==> src/rtl/change_dispense_ctrl.sv <==
// -----------------------------------------------------------------------------
// change_dispense_ctrl
//
// Coin-return hopper sequencer. After a vend, the vending core hands over the
// change owed (in nickels). The block greedily picks the largest stocked coin
// that still fits the amount owed and ejects it over a valid/ack handshake,
// one coin at a time, until the amount reaches zero (done pulse) or no stocked
// coin fits / the hopper stops acknowledging (fault).
//
// Ports
//   i_clk            system clock, all logic on the rising edge
//   i_reset          synchronous, active-high reset
//   i_change_req     start request, accepted only while o_change_ready=1
//   i_change_amt     change owed in nickels, sampled with an accepted request
//   i_bank           coin stock mask {FULLD,HALFD,QUARTER,DIME,NICKEL}, 1 = tube non-empty
//   i_eject_ack      hopper has ejected the coin shown on o_eject_coin
//   i_fault_clr      leaves FAULT and returns to IDLE
//   o_change_ready   high in IDLE only
//   o_eject_valid    eject request, high in EJECT only
//   o_eject_coin     one-hot coin to eject (same encoding as i_bank)
//   o_change_done    one-cycle pulse when the full amount has been dispensed
//   o_change_fault   high while in FAULT
//   o_remaining      nickels still owed
//   o_coins_out      coins ejected in the current/last transaction, saturates at 15
// -----------------------------------------------------------------------------
module change_dispense_ctrl #(
    parameter int AMT_W   = 6,
    parameter int TIMEOUT = 16
) (
    input  logic             i_clk,
    input  logic             i_reset,
    input  logic             i_change_req,
    input  logic [AMT_W-1:0] i_change_amt,
    input  logic [4:0]       i_bank,
    input  logic             i_eject_ack,
    input  logic             i_fault_clr,
    output logic             o_change_ready,
    output logic             o_eject_valid,
    output logic [4:0]       o_eject_coin,
    output logic             o_change_done,
    output logic             o_change_fault,
    output logic [AMT_W-1:0] o_remaining,
    output logic [3:0]       o_coins_out
);

    typedef enum logic [2:0] {
        S_IDLE,
        S_SELECT,
        S_EJECT,
        S_DONE,
        S_FAULT
    } state_t;

    // Coin bit positions in i_bank / o_eject_coin.
    localparam int B_NICKEL  = 0;
    localparam int B_DIME    = 1;
    localparam int B_QUARTER = 2;
    localparam int B_HALFD   = 3;
    localparam int B_FULLD   = 4;

    // Coin values in nickels.
    localparam logic [AMT_W-1:0] V_NICKEL  = AMT_W'(1);
    localparam logic [AMT_W-1:0] V_DIME    = AMT_W'(2);
    localparam logic [AMT_W-1:0] V_QUARTER = AMT_W'(5);
    localparam logic [AMT_W-1:0] V_HALFD   = AMT_W'(10);
    localparam logic [AMT_W-1:0] V_FULLD   = AMT_W'(20);

    localparam int               TMR_W    = $clog2(TIMEOUT);
    localparam logic [TMR_W-1:0] TMR_LAST = TMR_W'(TIMEOUT - 1);

    state_t           r_state;
    logic [AMT_W-1:0] r_remaining;
    logic [3:0]       r_coins;
    logic [4:0]       r_coin;
    logic [TMR_W-1:0] r_tmr;

    state_t           w_state_nxt;
    logic [AMT_W-1:0] w_remaining_nxt;
    logic [3:0]       w_coins_nxt;
    logic [4:0]       w_coin_nxt;
    logic [TMR_W-1:0] w_tmr_nxt;

    logic [4:0]       w_pick;
    logic [AMT_W-1:0] w_coin_val;
    logic [AMT_W-1:0] w_rem_after;

    // Greedy selection: the largest stocked coin not exceeding the amount owed.
    // NOTE: every signal written in an always_comb gets a default first, so no
    // path through the block can leave it unassigned and infer a latch.
    always_comb begin
        w_pick = '0;
        if (i_bank[B_FULLD] && (r_remaining >= V_FULLD)) begin
            w_pick[B_FULLD] = 1'b1;
        end else if (i_bank[B_HALFD] && (r_remaining >= V_HALFD)) begin
            w_pick[B_HALFD] = 1'b1;
        end else if (i_bank[B_QUARTER] && (r_remaining >= V_QUARTER)) begin
            w_pick[B_QUARTER] = 1'b1;
        end else if (i_bank[B_DIME] && (r_remaining >= V_DIME)) begin
            w_pick[B_DIME] = 1'b1;
        end else if (i_bank[B_NICKEL] && (r_remaining >= V_NICKEL)) begin
            w_pick[B_NICKEL] = 1'b1;
        end
    end

    // Value of the coin currently offered to the hopper.
    always_comb begin
        w_coin_val = '0;
        case (r_coin)
            5'b00001: w_coin_val = V_NICKEL;
            5'b00010: w_coin_val = V_DIME;
            5'b00100: w_coin_val = V_QUARTER;
            5'b01000: w_coin_val = V_HALFD;
            5'b10000: w_coin_val = V_FULLD;
            default:  w_coin_val = '0;
        endcase
    end

    // Selection already guarantees value <= remaining; the clamp keeps the
    // amount from wrapping even if that invariant were ever broken.
    assign w_rem_after = (w_coin_val > r_remaining) ? '0 : (r_remaining - w_coin_val);

    // Next-state and next-register logic.
    always_comb begin
        w_state_nxt     = r_state;
        w_remaining_nxt = r_remaining;
        w_coins_nxt     = r_coins;
        w_coin_nxt      = r_coin;
        w_tmr_nxt       = r_tmr;

        case (r_state)
            S_IDLE: begin
                if (i_change_req) begin
                    w_remaining_nxt = i_change_amt;
                    w_coins_nxt     = '0;
                    w_coin_nxt      = '0;
                    w_state_nxt     = (i_change_amt == '0) ? S_DONE : S_SELECT;
                end
            end

            S_SELECT: begin
                if (w_pick != '0) begin
                    w_coin_nxt  = w_pick;
                    w_tmr_nxt   = '0;
                    w_state_nxt = S_EJECT;
                end else begin
                    w_coin_nxt  = '0;
                    w_state_nxt = S_FAULT;
                end
            end

            S_EJECT: begin
                if (i_eject_ack) begin
                    w_remaining_nxt = w_rem_after;
                    w_coins_nxt     = (r_coins == 4'd15) ? r_coins : (r_coins + 4'd1);
                    if (w_rem_after == '0) begin
                        w_coin_nxt  = '0;
                        w_state_nxt = S_DONE;
                    end else begin
                        w_state_nxt = S_SELECT;
                    end
                end else if (r_tmr == TMR_LAST) begin
                    // Hopper stalled: give up, leaving the undispensed amount visible.
                    w_coin_nxt  = '0;
                    w_state_nxt = S_FAULT;
                end else begin
                    w_tmr_nxt = r_tmr + 1'b1;
                end
            end

            S_DONE: begin
                w_state_nxt = S_IDLE;
            end

            S_FAULT: begin
                if (i_fault_clr) begin
                    w_state_nxt = S_IDLE;
                end
            end

            default: begin
                w_state_nxt = S_IDLE;
            end
        endcase
    end

    // NOTE: sequential state uses non-blocking assignments so every register
    // samples the values from before this edge, independent of statement order.
    always_ff @(posedge i_clk) begin
        if (i_reset) begin
            r_state     <= S_IDLE;
            r_remaining <= '0;
            r_coins     <= '0;
            r_coin      <= '0;
            r_tmr       <= '0;
        end else begin
            r_state     <= w_state_nxt;
            r_remaining <= w_remaining_nxt;
            r_coins     <= w_coins_nxt;
            r_coin      <= w_coin_nxt;
            r_tmr       <= w_tmr_nxt;
        end
    end

    // Moore outputs decoded from registered state.
    assign o_change_ready = (r_state == S_IDLE);
    assign o_eject_valid  = (r_state == S_EJECT);
    assign o_eject_coin   = r_coin;
    assign o_change_done  = (r_state == S_DONE);
    assign o_change_fault = (r_state == S_FAULT);
    assign o_remaining    = r_remaining;
    assign o_coins_out    = r_coins;

endmodule

==> config.mk <==
export PLATFORM = sky130hd
export DESIGN_NAME = change_dispense_ctrl
export DESIGN_NICKNAME = d
export VERILOG_FILES = /design/src/rtl/change_dispense_ctrl.sv
export SDC_FILE = /design/constraint.sdc
export NUM_CORES = 1
export LEC_CHECK = 0
export ABC_AREA = 1
export ABC_CLOCK_PERIOD_IN_PS = 5200
export BUFFER_PORTS_ARGS = -buffer_cell sky130_fd_sc_hd__buf_4
export CAP_MARGIN = 10
export CELL_PAD_IN_SITES_DETAIL_PLACEMENT = 1
export CELL_PAD_IN_SITES_GLOBAL_PLACEMENT = 1
export CORE_MARGIN = 3
export CORE_UTILIZATION = 41
export CTS_BUF_LIST = sky130_fd_sc_hd__clkbuf_16
export CTS_CLUSTER_DIAMETER = 150
export CTS_CLUSTER_SIZE = 30
export DETAILED_ROUTE_END_ITERATION = 12
export GPL_ROUTABILITY_DRIVEN = 0
export PLACE_DENSITY = 0.84
export SETUP_SLACK_MARGIN = 0.15
export SYNTH_ARGS = -nofsm -noshare
export SYNTH_HDL_FRONTEND = slang
export SYNTH_SLANG_ARGS = --single-unit
==> constraint.sdc <==
create_clock -name i_clk -period 5.2 [get_ports i_clk]
set_clock_uncertainty 0.2 [all_clocks]
set_input_delay 0 -clock i_clk [delete_from_list [all_inputs] [get_ports i_clk]]
set_output_delay 0 -clock i_clk [all_outputs]
set_load 0.05 [all_outputs]
==> results by group, run 1 <==
Detailed routing
  • Routed len/inst: 14.3 um
  • Met2 routed WL: approximately 2500 um
  • Total Wirelength: just over 5000 um
  • Vias: approximately 1,900
  • Starting DRT DRC Count: between 80 and 90
  • DRT Pass-1 Iters: 4
  • Vias per inst: 5.30
  • DRT met1 WL: 2300 um
  • Uppermost layer routed: met4
  • Post-route DRC: 0
  • Post-DRT Antenna Nets: 0
  • Metal3 WL: 161 um

Timing
  • Max-slew violations: 0
  • Final Hold Viols: 0
  • Final setup fails: 0
  • Fmax achieved: between 300 and 400 MHz
  • Setup Total Neg Slack: 0 ns
  • Slew @ Worst Pin: around 0.53 ns
  • Unrepaired setup endpoints after global routing: no
  • Share of the clock period used by the worst path: 0.572
  • Final min period: 2.97 ns
  • Worst relative slew slack: 0.644

Clock tree
  • Root Driver: clkbuf_16
  • CTS H-tree lvls: 1
  • CTS tree: built
  • Clock Latency Late Sink: about 0.25 ns
  • CTS sink cnt: 22
  • TritonCTS buffer count: 3
  • Cts repair resizes: 0
  • CTS clk-pin slew, worst paths: 0.06 ns
  • Clock buffer depth: 2

Global routing
  • GRT Residual Overflow: 0
  • Total track usage: 0.218
  • Initial antenna violation count: 0
  • Vias in the first global route: approximately 1,900
  • Largest net degree at the start of global routing: 16
  • First-pass GRT wire length: between 8000 and 9000 um

Worst setup path
  • Critical path origin: o_eject_coin[2]
  • Critical path startpoint category: flip-flop
  • Crit path DAT: a little under 3 ns
  • Worst r2r src: o_eject_coin[2]
  • Worst setup path class: flip-flop to flip-flop
  • Crit. End Element: flip-flop
  • CP Data Required Time: 5.15 ns
  • CP Max Fanout: 10

Final layout
  • Final net count: ~330
  • Area Growth Syn to Fin: 27.4%
  • Core Util, Final: 0.561
  • Share of layout cells above drive strength 1: 0.188
  • Antenna cells: 0

Yosys
  • Mapped cell area: ~1700 um^2
  • Syn nets: 285
  • Syn Area/Cell: about 6.4 um^2
  • Ys Warns: 0
  • Mapped Cells: about 260
  • Synth Register Bits: 22
  • Synth unique cells: 34
  • Post-synth top area share: 0.263
  • Leading post-synthesis cells by cell area: dfxtp_1, nand2_1, nand3_1
  • Post-synth top area cell: dfxtp_1
  • Post-synthesis sequential area ratio: 0.263

Power
  • Pwr dens: 554 nW/um^2
  • Power Total: 1.18 mW
  • Worst vdd ir: between 200 and 300 uV
  • Leakage Power: ~1.1 nW

Flow run
  • Max-cap viol count: 0

Floorplanning
  • Die area: 4880 um^2
  • Rows: 22
  • Initial Utilization: 0.440
  • I/O pin cnt: 35
  • Total core area: approximately 3800 um^2
  • Die Y-Extent: ~70 um
  • Chip width: approximately 70 um

Status
  • Status: completed

Hold path
  • Worst hold start: i_eject_ack
  • Hold Path Class: input pin to flip-flop

Place
  • Hpwl dp: between 3000 and 4000 um
  • IO Port Bufs: 34
==> per-stage QoR <==
stage	hold WS (ns)	std cells	instance area (um^2)	worst slack [ns]
final	0.00448	352	2130	2.23
after global routing	0.0430	352	2130	1.95
after CTS	0.0111	352	2130	2.20
after detailed placement	0.0925	340	1970	2.23
after global placement	0.0877	340	1970	2.41
after floorplan	-0.121	261	1670	2.37
==> power by group <==
group | leakage, nW | internal (mW) | switching, mW
clock network | 0.0385 | 0.103 | 0.0647
registers | 0.180 | 0.202 | 0.0455
logic | 0.860 | 0.250 | 0.515
total | 1.08 | 0.555 | 0.626
==> flip-flops by register name, summed over array words and instances, names as in the netlist <==
register,cells
o_remaining,6
o_eject_coin,5
o_coins_out,4
r_state,3
r_tmr,4
==> synthesized netlist by cell type <==
library cell / n
a221oi_1: 5
nor2_2: 4
nor2_1: 40
nand4_2: 1
and2_1: 1
dfxtp_1: 22
inv_1: 36
xor2_1: 4
nand3_2: 1
a21oi_2: 2
nor3_2: 1
fa_1: 1
a21oi_4: 1
nand4_1: 4
o31ai_1: 1
nand3b_1: 2
nand3_1: 31
nor4_1: 2
nand2_1: 48
clkbuf_1: 1
o21ai_1: 2
a21oi_1: 21
o21ai_0: 2
inv_2: 5
ha_1: 7
or2_1: 1
nor3_1: 6
and3_1: 1
buf_2: 1
o41ai_1: 1
nor2_8: 1
nand2_2: 2
nand2_4: 2
buf_4: 1
==> layer usage <==
metal / GRT usage / vias up
met5: 0 / -
met4: 0.0511 / 0
met2: 0.379 / 31
met3: 0.0345 / 8
met1: 0.281 / 881
li1: - / 946
==> cell families after synthesis <==
| kind of cell | synth area share |
|---|---|
| AO/OA/AOI/OAI | 0.131 |
| adder cells (fa/ha/maj) | 0.0644 |
| XOR/XNOR | 0.0210 |
| AND/OR/NAND/NOR | 0.418 |
| buffers and inverters | 0.102 |
| flip-flops | 0.263 |
==> layout make-up <==
class | count | area [um^2]
clock buffers | 3 | 75.1
clock inverters | 1 | 3.75
fillers | 531 | 1670
inverters | 41 | 154
multi-input cells | 195 | 1060
flip-flops and latches | 22 | 440
well taps | 48 | 60.1
repair buffers | 42 | 335
==> worst paths after layout <==
check / to / slack [ns] / cells past startpoint
worst min register to register: o_coins_out[1] / 0.32 / 2
worst max register to register: o_eject_coin[2] / 2.23 / 15
worst max-delay path: o_eject_coin[2] / 2.23 / 15
worst min-delay path: r_state[1] / 0.004 / 6
==> critical path, stage by stage (launching register included) <==
cell,delay (ns)
dfxtp_1,0.35
nor2_1,0.15
inv_1,0.09
o41ai_1,0.32
inv_1,0.14
fa_1,0.48
nand3_1,0.10
nand3_1,0.12
nor2_1,0.11
nor2_1,0.06
nor2_1,0.14
nand3_1,0.09
nand2_1,0.27
nand3_1,0.12
nand2_1,0.08
nor2_1,0.04
==> what timing repair did <==
item,in CTS,in global routing
setup buffers,0,0
hold buffers,8,0
hold endpoints to repair,14,0
==> layout by cell type, fill, tap and decap left out, drive strengths merged, types with 5 or more instances in the layout <==
master and instances:
nor3 7, dlygate4sd3 8, a221oi 5, nand4 5, nand3 32, buf 34, a21oi 24, nand2 52
dfxtp 22, inv 41, ha 7, nor2 45
Power figures use the tool's default switching activity.
==> run 2: changes to the inputs <==
ABC_AREA = 0   (was 1)
ABC_CLOCK_PERIOD_IN_PS = 2700   (was 5200)
CORE_UTILIZATION = 35   (was 41)
PLACE_DENSITY = 0.75   (was 0.84)
clock period = 2.7 ns   (was 5.2 ns; I/O delays follow)
==> run 2 against run 1 <==
  * The flow now finishes with violations (negative setup slack)
  * Flip-flop and latch count unchanged
  * Via count shrank 9.0%
  * Final cell count fell by 16%
  * Core utilization down 0.53 points
  * Setup slack lost 2.4 ns
  * Worst hold slack better by 0.030 ns
  * Critical path depth down 5
  * First-iteration DRC count is 38% lower
  * Clock-buffer cell count is the same
  * Area after synthesis fell by 11%
  * Non-clock buffer count increased by 16
  * Critical endpoint is now o_eject_coin[1]
  * Largest cell class unchanged
==> results by group, run 2 <==
Hold path
  • Worst hold stages: 5
  • Hold Path Class: input pin to flip-flop
  • Hold EP: o_remaining[5]
  • Worst hold start: i_change_amt[5]

Status
  • Failing checks: negative setup slack
  • Status: complete, but fails checks

Timing
  • Post-route setup slack: -0.184 ns
  • Fmax achieved: 347 MHz
  • Share of the clock period used by the worst path: 1.07
  • Worst relative slew slack: 0.557
  • Final min period: between 2 and 3 ns
  • Slew @ Worst Pin: 0.659 ns
  • Max-slew violations: 0
  • Unrepaired setup endpoints after global routing: yes
  • Final Hold Viols: 0
  • Final setup fails: 11

Detailed routing
  • DRT Pass-1 Iters: 4
  • Vias: 1,698
  • Routed len/inst: between 15 and 20 um
  • Total Wirelength: about 5700 um
  • Vias per inst: roughly 5.8
  • Starting DRT DRC Count: 50
  • Post-route DRC: 0
  • Post-DRT Antenna Nets: 0

Worst setup path
  • Worst r2r src: o_eject_coin[0]
  • CP Data Required Time: roughly 2.6 ns
  • Crit path cell chain: xnor2_2, nor4_2, ha_2, inv_2, fa_2, xor2_2, nor3b_2, o211ai_2, a211oi_4, o22ai_1
  • Worst setup path class: flip-flop to flip-flop
  • R2R depth: 10
  • CP top delay family: adder cells
  • Crit path DAT: ~2.8 ns
  • Buf+Inv Stages, Crit Path: 1
  • Worst R2R End: o_eject_coin[1]
  • Crit-path slowest cell: fa_2
  • Critical path startpoint category: flip-flop
  • R2r setup slk: -0.18 ns
  • Crit. End Element: flip-flop
  • CP Max Fanout: 5
  • CP peak stage delay: 0.39 ns

Clock tree
  • CTS clk-pin slew, worst paths: around 0.060 ns
  • Root Driver: clkbuf_16
  • CTS sink cnt: 22
  • Clock buffer depth: 2
  • Clock Latency Late Sink: 0.25 ns
  • CTS H-tree lvls: 1
  • TritonCTS buffer count: 3
  • CTS tree: built

Final layout
  • Max FFs per register: 6
  • Commonest non-fill, non-tap cell in the layout: buf_4
  • Final net count: 270
  • FILL cells: 488
  • Commonest non-fill, non-tap cells in the layout: buf_4, nand2_1, nor2_1
  • Area Growth Syn to Fin: 51.6%
  • Share of layout cells above drive strength 1: 0.371
  • Core Util, Final: 0.555
  • Antenna cells: 0

Floorplanning
  • Die area: 5070 um^2
  • Chip width: about 70 um
  • Rows: 23
  • Initial Utilization: 0.366
  • Total core area: 4060 um^2
  • I/O pin cnt: 35
  • Die Y-Extent: about 71 um

Yosys
  • Syn Area/Cell: ~7.9 um^2
  • Leading post-synthesis cells by cell area: dfxtp_1, ha_1, nand2_1
  • Mapped Cells: 188
  • Post-synthesis sequential area ratio: 0.296
  • Number of flops mapped to enable cells by yosys: 0
  • Post-synth top area cell: dfxtp_1
  • Synth Register Bits: 22
  • Synth unique cells: a little under 50
  • Primary FF master, synth: dfxtp_1
  • Syn nets: ~210
  • Ys Warns: 0
  • Post-synth top area share: 0.296
  • Top-count cell post-synth: nand2_1
  • Leading cell types by count after synthesis: nand2_1, dfxtp_1, nor2_1, o21ai_0
  • Async set-reset flop share out of synthesis: 0
  • Mapped cell area: roughly 1500 um^2

Global routing
  • Largest net degree at the start of global routing: 21
  • First-pass GRT wire length: 9020 um
  • Initial antenna violation count: 0
  • GRT Residual Overflow: 0
  • Vias in the first global route: 1,839
  • Total track usage: 0.221

Place
  • Hpwl dp: 3870 um
  • IO Port Bufs: 34

Power
  • Pwr dens: ~680 nW/um^2
  • Worst vdd ir: 313 uV
  • Leakage Power: 0.888 nW
  • Power Total: between 1.5 and 2 mW

Flow run
  • Max-cap viol count: 0
[run 2: worst reg2reg max path: stages (launching register included)]
cell and delay [ns]:
dfxtp_4 0.36, xnor2_2 0.15, nor4_2 0.29, ha_2 0.25
inv_2 0.04, fa_2 0.40, xor2_2 0.21, nor3b_2 0.25
o211ai_2 0.16, a211oi_4 0.33, o22ai_1 0.12
[run 2: worst max path at each step]
stage	start	to	slack [ns]	cells after the start
floorplan	o_eject_coin[1]	o_eject_coin[3]	0.12	9
global placement	o_eject_coin[2]	o_remaining[1]	0.02	10
detailed placement	o_eject_coin[2]	o_eject_coin[3]	-0.06	10
CTS	o_eject_coin[2]	o_eject_coin[3]	-0.01	10
global route	o_eject_coin[0]	o_eject_coin[1]	-0.36	10
finish	o_eject_coin[0]	o_eject_coin[1]	-0.18	10
[run 2: metal layers]
layer / track usage / share of wire / vias up / routed length [um]
li1: - / - / 805 / -
met1: 0.252 / 0.41 / 843 / 2290
met2: 0.418 / 0.54 / 38 / 3080
met3: 0.0355 / 0.029 / 12 / 164
met4: 0.0585 / 0.020 / 0 / 114
met5: 0 / 0 / - / 0
[run 2: cell type report]
| cell class | count | area (um^2) | share of cell area |
|---|---|---|---|
| multi-input combinational | 155 | 1140 | 0.504 |
| timing repair buffer | 58 | 469 | 0.208 |
| sequential | 22 | 458 | 0.203 |
| clock buffer | 3 | 75.1 | 0.0333 |
| tap | 50 | 62.6 | 0.0278 |
| clock inverter | 1 | 30.0 | 0.0133 |
| inverter | 6 | 22.5 | 0.00999 |
[run 2: logic make-up (layout without fill, tap and decap cells)]
logic type | after synthesis | after routing | synth area share
buffers and inverters | 11 | 68 | 0.0295
AO/OA/AOI/OAI | 59 | 59 | 0.285
multiplexers | 2 | 2 | 0.0135
adder cells (fa/ha/maj) | 8 | 8 | 0.0724
XOR/XNOR | 7 | 7 | 0.0412
AND/OR/NAND/NOR | 79 | 79 | 0.263
flip-flops | 22 | 22 | 0.296
[run 2: repair_timing]
| action | 4_1_cts | 5_1_grt |
|---|---|---|
| setup endpoints to repair | 10 | 13 |
| setup buffers | 9 | 1 |
| hold buffers | 12 | 0 |
| resized for setup | 14 | 13 |
| pin swaps | 14 | 9 |
| hold endpoints to repair | 18 | 0 |
[run 2: power breakdown]
part	switching (mW)	internal, mW	total (mW)
Clock	0.124	0.294	0.418
Combinational	0.425	0.290	0.715
Sequential	0.0459	0.346	0.392
[run 2: per-stage QoR]
step                      cell area (um^2)  hold slack (ns)  TNS, ns  cells  setup slack, ns
after CTS                             2180           0.0176  -0.0400    294          -0.0146
after global placement                1830           0.0694        0    269           0.0203
after global routing                  2250           0.0659    -3.24    295           -0.357
after floorplan                       1520          -0.0320        0    188            0.118
after detailed placement              1830           0.0802   -0.242    269          -0.0594
final                                 2250           0.0346    -1.43    295           -0.184
